File: config.mk
export PLATFORM = sky130hd
export DESIGN_NAME = sram_array_ctrl
export DESIGN_NICKNAME = d
export VERILOG_FILES = /design/src/rtl/sram_ctrl_pkg.sv /design/src/rtl/sram_row_decoder.sv /design/src/rtl/sram_array_ctrl.sv
export SDC_FILE = /design/constraint.sdc
export NUM_CORES = 1
export LEC_CHECK = 0
export CAP_MARGIN = 20
export CORE_MARGIN = 2
export CORE_UTILIZATION = 45
export CTS_BUF_LIST = sky130_fd_sc_hd__clkbuf_2
export CTS_CLUSTER_DIAMETER = 150
export DETAILED_ROUTE_END_ITERATION = 8
export GPL_ROUTABILITY_DRIVEN = 1
export GPL_TIMING_DRIVEN = 0
export PLACE_DENSITY = 0.84
export SLEW_MARGIN = 20
export SYNTH_ARGS = -nofsm -noshare
export SYNTH_HDL_FRONTEND = slang
export SYNTH_SLANG_ARGS = --single-unit
File: constraint.sdc
create_clock -name clk -period 3.95 [get_ports clk]
set_input_delay 0.79 -clock clk [delete_from_list [all_inputs] [get_ports clk]]
set_output_delay 0.79 -clock clk [all_outputs]
set_load 0.01 [all_outputs]
File: src/rtl/sram_ctrl_pkg.sv
// Shared types, default timing and sizing helpers for the SRAM array sequencer.
// Default pulse and gap widths assume a 1 GHz clk and 10 ns wordline/recovery windows.
package sram_ctrl_pkg;

    typedef enum logic [1:0] {
        IDLE    = 2'd0,
        SETUP   = 2'd1,
        PULSE   = 2'd2,
        RECOVER = 2'd3
    } state_e;

    typedef enum logic {
        OP_RD = 1'b0,
        OP_WR = 1'b1
    } op_e;

    localparam int CLK_PERIOD_PS     = 1000;
    localparam int WL_PULSE_PS       = 10000;
    localparam int GAP_PS            = 10000;
    localparam int DEF_SETUP_CYCLES  = 1;
    localparam int DEF_WL_CYCLES     = WL_PULSE_PS / CLK_PERIOD_PS;
    localparam int DEF_SENSE_CYCLES  = 2;
    localparam int DEF_GAP_CYCLES    = GAP_PS / CLK_PERIOD_PS;

    function automatic int max3(input int a, input int b, input int c);
        int m;
        m = (a > b) ? a : b;
        return (m > c) ? m : c;
    endfunction

    // Bits needed to hold values 0..n-1, never less than one.
    function automatic int bits_for(input int n);
        return (n > 2) ? $clog2(n) : 1;
    endfunction

endpackage

File: src/rtl/sram_row_decoder.sv
// Combinational row decoder: one-hot wordline select plus an in-range flag
// for arrays whose DEPTH need not be a power of two.
module sram_row_decoder
    import sram_ctrl_pkg::*;
#(
    parameter int DEPTH = 16,
    parameter int AW    = 4
)(
    input  logic [AW-1:0]    i_addr,
    input  logic             i_en,
    output logic [DEPTH-1:0] o_onehot,
    output logic             o_in_range
);

    logic [DEPTH-1:0] w_hit;

    // Address match per row; addresses at or above DEPTH hit nothing.
    always_comb begin
        w_hit = '0;
        for (int i = 0; i < DEPTH; i++) begin
            w_hit[i] = (i_addr == AW'(i));
        end
    end

    assign o_in_range = |w_hit;
    assign o_onehot   = i_en ? w_hit : '0;

endmodule

File: src/rtl/sram_array_ctrl.sv
// Request sequencer for a DEPTH x WIDTH mixed-signal SRAM array: turns one
// valid/ready word request into timed setup, wordline pulse and recovery phases.
module sram_array_ctrl
    import sram_ctrl_pkg::*;
#(
    parameter int WIDTH        = 8,
    parameter int DEPTH        = 16,
    parameter int SETUP_CYCLES = DEF_SETUP_CYCLES,
    parameter int WL_CYCLES    = DEF_WL_CYCLES,
    parameter int SENSE_CYCLES = DEF_SENSE_CYCLES,
    parameter int GAP_CYCLES   = DEF_GAP_CYCLES,
    localparam int AW          = (DEPTH > 1) ? $clog2(DEPTH) : 1
)(
    input  logic             clk,
    input  logic             rst_n,
    input  logic             req_valid,
    output logic             req_ready,
    input  logic             req_we,
    input  logic [AW-1:0]    req_addr,
    input  logic [WIDTH-1:0] req_wdata,
    input  logic [WIDTH-1:0] req_wmask,
    output logic             rsp_valid,
    output logic             rsp_err,
    output logic [WIDTH-1:0] rsp_rdata,
    output logic [DEPTH-1:0] row_wr,
    output logic [DEPTH-1:0] row_rd,
    output logic [WIDTH-1:0] wd_en,
    output logic [WIDTH-1:0] wd_data,
    output logic             sa_en,
    input  logic [WIDTH-1:0] sa_out
);

    localparam int CW = bits_for(max3(SETUP_CYCLES, WL_CYCLES, GAP_CYCLES) + 1);
    localparam logic [CW-1:0] SETUP_LD = CW'(SETUP_CYCLES - 1);
    localparam logic [CW-1:0] WL_LD    = CW'(WL_CYCLES - 1);
    localparam logic [CW-1:0] GAP_LD   = CW'(GAP_CYCLES - 1);
    localparam logic [CW-1:0] SENSE_TH = CW'(SENSE_CYCLES);

    state_e           r_state, w_state_nxt;
    logic [CW-1:0]    r_cnt, w_cnt_nxt;
    logic             w_acc;
    op_e              r_op;
    logic [AW-1:0]    r_addr, w_addr;
    logic [WIDTH-1:0] r_wdata, r_wmask, w_wdata, w_wmask;
    logic             w_we, w_in_range, w_done, w_drive;
    logic [DEPTH-1:0] w_onehot;

    logic             r_req_ready, r_rsp_valid, r_rsp_err, r_sa_en;
    logic [WIDTH-1:0] r_rsp_rdata, r_wd_en, r_wd_data;
    logic [DEPTH-1:0] r_row_wr, r_row_rd;

    // In IDLE the live request feeds the decoder so the first SETUP cycle is already qualified.
    always_comb begin
        if (r_state == IDLE) begin
            w_we    = req_we;
            w_addr  = req_addr;
            w_wdata = req_wdata;
            w_wmask = req_wmask;
        end else begin
            w_we    = (r_op == OP_WR);
            w_addr  = r_addr;
            w_wdata = r_wdata;
            w_wmask = r_wmask;
        end
    end

    sram_row_decoder #(
        .DEPTH (DEPTH),
        .AW    (AW)
    ) u_row_dec (
        .i_addr     (w_addr),
        .i_en       (w_state_nxt == PULSE),
        .o_onehot   (w_onehot),
        .o_in_range (w_in_range)
    );

    // Next state; the phase counter reloads on every state entry and counts down to zero.
    always_comb begin
        w_state_nxt = r_state;
        w_cnt_nxt   = r_cnt;
        w_acc       = 1'b0;
        case (r_state)
            IDLE: begin
                if (req_valid) begin
                    w_acc       = 1'b1;
                    w_state_nxt = SETUP;
                    w_cnt_nxt   = SETUP_LD;
                end else begin
                    w_cnt_nxt   = '0;
                end
            end
            SETUP: begin
                if (r_cnt == '0) begin
                    w_state_nxt = PULSE;
                    w_cnt_nxt   = WL_LD;
                end else begin
                    w_cnt_nxt   = r_cnt - CW'(1);
                end
            end
            PULSE: begin
                if (r_cnt == '0) begin
                    w_state_nxt = RECOVER;
                    w_cnt_nxt   = GAP_LD;
                end else begin
                    w_cnt_nxt   = r_cnt - CW'(1);
                end
            end
            RECOVER: begin
                if (r_cnt == '0) begin
                    w_state_nxt = IDLE;
                    w_cnt_nxt   = '0;
                end else begin
                    w_cnt_nxt   = r_cnt - CW'(1);
                end
            end
            default: begin
                w_state_nxt = IDLE;
                w_cnt_nxt   = '0;
            end
        endcase
    end

    assign w_drive = ((w_state_nxt == SETUP) || (w_state_nxt == PULSE)) && w_we && w_in_range;
    assign w_done  = (r_state == PULSE) && (w_state_nxt == RECOVER);

    // FSM state, phase counter and the request captured at acceptance.
    always_ff @(posedge clk or negedge rst_n) begin
        if (!rst_n) begin
            r_state <= IDLE;
            r_cnt   <= '0;
            r_op    <= OP_RD;
            r_addr  <= '0;
            r_wdata <= '0;
            r_wmask <= '0;
        end else begin
            r_state <= w_state_nxt;
            r_cnt   <= w_cnt_nxt;
            if (w_acc) begin
                r_op    <= req_we ? OP_WR : OP_RD;
                r_addr  <= req_addr;
                r_wdata <= req_wdata;
                r_wmask <= req_wmask;
            end else begin
                r_op    <= r_op;
                r_addr  <= r_addr;
                r_wdata <= r_wdata;
                r_wmask <= r_wmask;
            end
        end
    end

    // Array-facing and response outputs, registered from the next-state view.
    always_ff @(posedge clk or negedge rst_n) begin
        if (!rst_n) begin
            r_req_ready <= 1'b1;
            r_rsp_valid <= 1'b0;
            r_rsp_err   <= 1'b0;
            r_rsp_rdata <= '0;
            r_row_wr    <= '0;
            r_row_rd    <= '0;
            r_wd_en     <= '0;
            r_wd_data   <= '0;
            r_sa_en     <= 1'b0;
        end else begin
            r_req_ready <= (w_state_nxt == IDLE);
            r_rsp_valid <= w_done;
            r_rsp_err   <= w_done && !w_in_range;
            r_rsp_rdata <= (w_done && !w_we && w_in_range) ? sa_out : r_rsp_rdata;
            r_row_wr    <= w_we ? w_onehot : '0;
            r_row_rd    <= w_we ? '0 : w_onehot;
            r_wd_en     <= w_drive ? w_wmask : '0;
            r_wd_data   <= w_drive ? w_wdata : '0;
            r_sa_en     <= (w_state_nxt == PULSE) && !w_we && w_in_range && (w_cnt_nxt < SENSE_TH);
        end
    end

    assign req_ready = r_req_ready;
    assign rsp_valid = r_rsp_valid;
    assign rsp_err   = r_rsp_err;
    assign rsp_rdata = r_rsp_rdata;
    assign row_wr    = r_row_wr;
    assign row_rd    = r_row_rd;
    assign wd_en     = r_wd_en;
    assign wd_data   = r_wd_data;
    assign sa_en     = r_sa_en;

endmodule

==> results.cfg <==
[cts]
clock-root-buffer = clkbuf_2
clockBufferDepth = 2
cts_made_buffers = 9
clk_pin_slew_ns = 0.24
htreeDepth = 3
cts_tree = yes
clk_latency_ns = 0.53
cts_sinks = 87
hold_buffers = 0
post_cts_buffers = 0
cts_resized = 0

[die]
ios = 92
fp-row-count = 32
die_x_um = 94.09
die_area_sq_um = 8853
initial_core_util_pct = 46.78
fp.dieH_um = 94.09
coreArea_sq_um = 7807

[critical_path]
cpLargestDelayFamily = simple AND/OR/NAND/NOR gates
required_ns = 4.37
crit_slowest_cell = dfrtp_1
slowest_delay_ns = 0.45
worstSetupStartpointType = flip-flop
path_max_fanout = 8
crit_chain = inv_1 -> ha_1 -> and2_1 -> clkbuf_1 -> o22ai_1 -> and2_1 -> ha_1 -> and2_1 -> and2_1 -> buf_2 -> mux2_2
critPathMostFrequentCell = and2_1
critical_path_arrival_ns = 3.18
worst-path-buf-inv = 3
path_class = reg2reg
crit_path_end_kind = flip-flop
r2r_setup_slack_ns = 1.20

[logic_synthesis]
syn_area_sq_um = 3652
synthSimpleGateAreaFrac_pct = 15.93
synth-async-reset-ratio_pct = 100.0
synthAdderAreaFrac_pct = 2.741
synth-warning-count = 0
netlist.area_leader.share_pct = 58.92
yosys_register_bits = 87
synth_ff_type = dfrtp_1
synth_enable_flop_cells = 0
synth_mux_area_share_pct = 13.60
postSynthNetCount = 342
synth_top_family_by_area = simple AND/OR/NAND/NOR gates
syn_inst = 302
synth_commonest_cells = dfrtp_1 (86), nor2_1 (36), nand2_1 (34)
synth_xor_area_share_pct = 0.2398
synth_seq_area_share_pct = 59.64
synth.area.top_cells = dfrtp_1 (59%), mux2_2 (8.9%), mux2i_1 (4.7%), nor2_1 (3.7%), nand2_1 (3.5%)
yosysTopAreaCell = dfrtp_1
synth-compound-area-share_pct = 4.488
avgSynthCellArea_sq_um = 12.09
synth.distinct_cells = 41
synth_most_common_cell = dfrtp_1

[power]
leakage_nw = 2.116
peakVddDrop_uv = 360.7
intPower_mw = 2.055
p_sw_mw = 1.330
p_sw_share_pct = 39.29
total_power_mw = 3.385
p_seq_share_pct = 37.5
combPwrFrac_pct = 49.3
clkPwrFrac_pct = 13.2
p_per_area_nw_per_um2 = 699.0

[final_layout]
fillers = 640
layout.cells.non_filler = 512
nNetsFinal = 445
drive_gt1_share_pct = 20.98
antenna_cells = 0
multi_input_area_sq_um = 1363
seq_area_sq_um = 2178
syn2layout_area_growth_pct = 32.58
fin_area_sq_um = 4842

[routing]
drt-total-wl_mm = 7.205
ant_nets = 0
first_iter_violations = 105
drc_errors = 0
wl_per_cell_um = 14.07
avgViaCountPerCell = 4.939
num_vias = 2529
drt_pass1_iterations = 4

[sta]
clock.fmax_mhz = 363.5
post-route-period-util_pct = 69.65
relSlewSlack_pct = 56.78
tightest_slew_ns = 0.6440
fin_crit_ns = 2.751
rsz0062_at_grt = false
clock-skew-final_ns = 0.02734
drv_slew = 0
setup_viol = 0
finalHoldViolCount = 0
holdWs_ns = 0.1679

[min_path]
hold_path.class = in2async

[grt]
gr-total-overflow = 0
grt_pass1_wl_mm = 11.96
antenna_found_initial = 0
grt_pass1_vias = 2557
grt_max_degree = 50
grt_use_total_pct = 17.59

[place]
port_buffers = 91
dpl.hpwl_mm = 5.283
dp.cells = 496
place_area_sq_um = 4716
gp_congestion = 0.8239

[outcome]
status = finished clean

[run]
cap_violations = 0
## cells in the final DEF, fill, tap and decap left out, drive strengths merged
| cell type | instances |
|---|---|
| clkdlybuf4s50 | 90 |
| dfrtp | 86 |
| nor2 | 56 |
| nand2 | 34 |
| mux2 | 29 |
| mux2i | 17 |
| a21oi | 12 |
| buf | 12 |
| clkbuf | 11 |
| inv | 9 |
| ha | 8 |
| and2 | 4 |
| or3b | 4 |
| nand3b | 3 |
| clkinvlp | 3 |
| nor4b | 3 |
| clkinv | 3 |
| or4 | 2 |
| or3 | 2 |
| nand3 | 2 |
| nor3 | 2 |
| o21ai | 2 |
| a211o | 1 |
| a21bo | 1 |
| nor3b | 1 |
| o22ai | 1 |
| o21bai | 1 |
| xnor2 | 1 |
| o31ai | 1 |
| o211ai | 1 |
| nand2b | 1 |
| a32o | 1 |
| o32ai | 1 |
| a22o | 1 |
| or2 | 1 |
| bufinv | 1 |
| dfstp | 1 |
| conb | 1 |
## state kept, by name (all words and copies together) (netlist names), 2 cells and up
name       cells
r_addr         4
r_cnt          4
r_state        2
r_wdata        8
r_wmask        8
row_rd        16
row_wr        16
rsp_rdata      8
wd_data        8
wd_en          8
## per-layer routing
| layer | GRT usage [%] | up-vias | share of wire [%] |
|---|---|---|---|
| li1 | - | 1211 | - |
| met1 | 22.22 | 1209 | 43 |
| met4 | 6.522 | 0 | 2.0 |
| met3 | 5.136 | 11 | 8.3 |
| met5 | 0 | - | 0 |
| met2 | 28.75 | 98 | 46 |
## power by group through the flow
stage | Sequential (mW) | Combinational [mW] | Clock (mW)
floorplan | 1.31 | 1.13 | 0
global placement | 1.28 | 1.62 | 0
detailed placement | 1.29 | 1.68 | 0
CTS | 1.27 | 1.68 | 0.464
global route | 1.30 | 1.86 | 0.505
finish | 1.27 | 1.67 | 0.445
## worst reg2reg max path, cell delays in order, from the launching register on
cell and delay, ns:
dfrtp_1 0.45, inv_1 0.10, ha_1 0.22, and2_1 0.16, clkbuf_1 0.18, o22ai_1 0.32, and2_1 0.23, ha_1 0.15
and2_1 0.14, and2_1 0.15, buf_2 0.21, mux2_2 0.36
## logic make-up after synthesis
| group | after synthesis |
|---|---|
| buf+inv | 21 |
| mux | 46 |
| other cells | 1 |
| compound gates | 23 |
| fa+ha+maj | 8 |
| simple gates | 115 |
| xor+xnor | 1 |
| flops | 87 |
## cell type report
cell class / count / area share, %
Buffer: 12 / 1.757
Clock buffer: 9 / 0.9302
Clock inverter: 7 / 1.525
Inverter: 9 / 0.6977
Multi-Input combinational cell: 194 / 28.14
Sequential cell: 87 / 44.99
Tap cell: 102 / 2.636
Timing Repair Buffer: 92 / 19.33
## through the flow
step	setup WS [ns]	util (%)	TNS, ns
global route	0.9265	62.02	0
detailed placement	0.6721	60.40	0
CTS	1.168	61.92	0
floorplan	1.432	-	0
global placement	-0.8700	60.08	-74.44
finish	1.199	62.02	0
## path summary, 6_finish.rpt
check | startpoint | end | depth (start not counted)
setup / recovery | r_state[0]$_DFF_PN0_ | rsp_rdata[2]$_DFFE_PN0P_ | 11
hold / removal | rst_n | r_wdata[0]$_DFFE_PN0P_ | 1
setup reg to reg | r_state[0]$_DFF_PN0_ | rsp_rdata[2]$_DFFE_PN0P_ | 11
hold reg to reg | r_cnt[0]$_DFF_PN0_ | r_cnt[0]$_DFF_PN0_ | 1
max in group asynchronous | rst_n | req_ready$_DFF_PN1_ | 2
min in group clk | r_cnt[0]$_DFF_PN0_ | r_cnt[0]$_DFF_PN0_ | 1
No activity file was read; power rests on OpenSTA's default activity.
==> edit (same flow settings) <==
Put one more register stage on the output `rsp_err`, with the module's reset. The value now appears one clock later. The other outputs are not delayed to match.
--- a/src/rtl/sram_array_ctrl.sv
+++ b/src/rtl/sram_array_ctrl.sv
@@ -177,5 +177,11 @@
     assign req_ready = r_req_ready;
     assign rsp_valid = r_rsp_valid;
-    assign rsp_err   = r_rsp_err;
+    always_ff @(posedge clk or negedge rst_n) begin
+        if (!rst_n) begin
+            rsp_err <= '0;
+        end else begin
+            rsp_err <= r_rsp_err;
+        end
+    end
     assign rsp_rdata = r_rsp_rdata;
     assign row_wr    = r_row_wr;
Formal check against the unedited RTL: same outputs for any inputs over 10 cycles, from zero or initial values and one cycle with rst_n low; that may be too few to reach the edited logic, so the function may still have changed.
==> edit against the original RTL <==
- critical path depth stayed put
- routed wire length increased by 2.5%
- area after synthesis is 0.69% higher
- cell area grew 0.18%
- sequential cell count up 1
- setup slack worse by 43 ps
- power about the same
- largest cell class unchanged
- highest routed layer unchanged
==> edit: results (changes against the original RTL) <==
- Status: finished clean
- Setup Skew: 18.2 ps (-9.12 ps)
- Fill count: 655 (+2.3%)
- Root buffer cell: clkbuf_2
- Max stage delay on crit path: 450 ps (about the same)
- Proportion of layout cells with a drive suffix above 1: 0.207 (-0.00294)
- All-Layer GR Usage: 0.181 (+0.00500)
- Post-Syn Nets: 343 (+0.29%)
- Largest net degree at the start of global routing: 50 (unchanged)
- Xor/xnor share of the synthesized area: 0.00238 (-0.0000163)
- Final non-filler cell total: 513 (+0.20%)
- DP Cell Count: 497 (+0.20%)
- Post-CTS Setup Bufs: 0 (unchanged)
- First-pass GRT wire length: 12.4 mm (+3.7%)
- GPL Wtd Cong: 0.822 (-0.29%)
- Mean Syn Cell Area: 12.1 um2 (+0.35%)
- Worst endpoint data arrival time: 3190 ps (about the same)
- Initial antenna violation count: 0 (unchanged)
- Post-synthesis compound-gate area fraction: 0.0446 (-0.000305)
- Metal3 WL: 531 um (-11%)
- Area contributors post-synth: dfrtp_1 (59%), mux2_2 (8.9%), mux2i_1 (4.6%)
- Clock transition at path regs: 220 ps (-20 ps)
- Layout Nets: 446 (+0.22%)
- Leakage: 2.14 nW (+0.98%)
- Worst-skew pair later-pin latency: 500 ps (-30 ps)
- Met1 WL: 3.15 mm (+1.0%)
- Mux share of post-synthesis cell area: 0.135 (-0.000926)
- CTS H-tree depth: 3 (unchanged)
- Instance area after placement: 4740 um2 (+0.53%)
- Sequential area share after synthesis: 0.599 (+0.00275)
- Post-Synth Adder-Cell Area: 0.0272 (-0.000187)
- Via count of the first global-routing pass: 2643 (+3.4%)
- Most frequent cells after synthesis: dfrtp_1 (87), nor2_1 (36), nand2_1 (34)
- Routed vias/inst: 4.90 (-0.75%)
- HPWL after DPL: 5.46 mm (+3.3%)
- Peak supply drop: 0.422 mV (+17%)
- Iter 0 DRT Violations: 134 (+28%)
- Crit Path Max Fanout: 8 (unchanged)
- Met2 Wirelength: 3.61 mm (+7.9%)
- Relative slew slack: 0.575 (+0.00728)
- Routed wire length per instance: 14.4 um (+2.3%)
edit: cell types whose count changed after synthesis, sizes merged:
cell	change
dfrtp	+1
edit: stage by stage:
stage / total power [mW] / util / TNS (ps) / worst slack, ps
3_5_place_dp: 2.99 / 0.607 / 0 / 668
5_1_grt: 3.65 / 0.621 / 0 / 956
6_report: 3.38 / 0.621 / 0 / 1160
3_3_place_gp: 2.91 / 0.604 / -82440 / -952
4_1_cts: 3.41 / 0.620 / 0 / 1170
2_1_floorplan: 2.46 / - / 0 / 1430
edit: power by group:
| group | leakage [nW] | internal [mW] | total (mW) | switching [mW] |
|---|---|---|---|---|
| registers | 1.16 | 1.15 | 1.28 | 0.135 |
| logic | 0.909 | 0.772 | 1.67 | 0.902 |
| clock network | 0.0708 | 0.146 | 0.423 | 0.278 |
| total | 2.14 | 2.07 | 3.38 | 1.31 |
edit: path summary, 6_finish.rpt:
path | startpoint | to | slack, ps | cells after the start
hold / removal | rst_n | wd_data[3] | 210 | 1
max in group asynchronous | rst_n | req_ready | 3060 | 2
min in group clk | r_rsp_err | rsp_err | 380 | 0
hold reg to reg | r_rsp_err | rsp_err | 380 | 0
setup reg to reg | r_state[0] | rsp_rdata[1] | 1160 | 11
setup / recovery | r_state[0] | rsp_rdata[1] | 1160 | 11
edit: metal layers:
layer,global-route usage,vias up
li1,-,1213
met5,0,-
met2,0.301,77
met4,0.0652,0
met1,0.230,1215
met3,0.0479,10
edit: area by class of cell:
type,count,area share
buffer,12,0.0175
clock buffer,11,0.0113
clock inverter,5,0.00980
inverter,9,0.00696
multi-input combinational,194,0.281
sequential,88,0.454
tap,102,0.0263
timing repair buffer,92,0.193
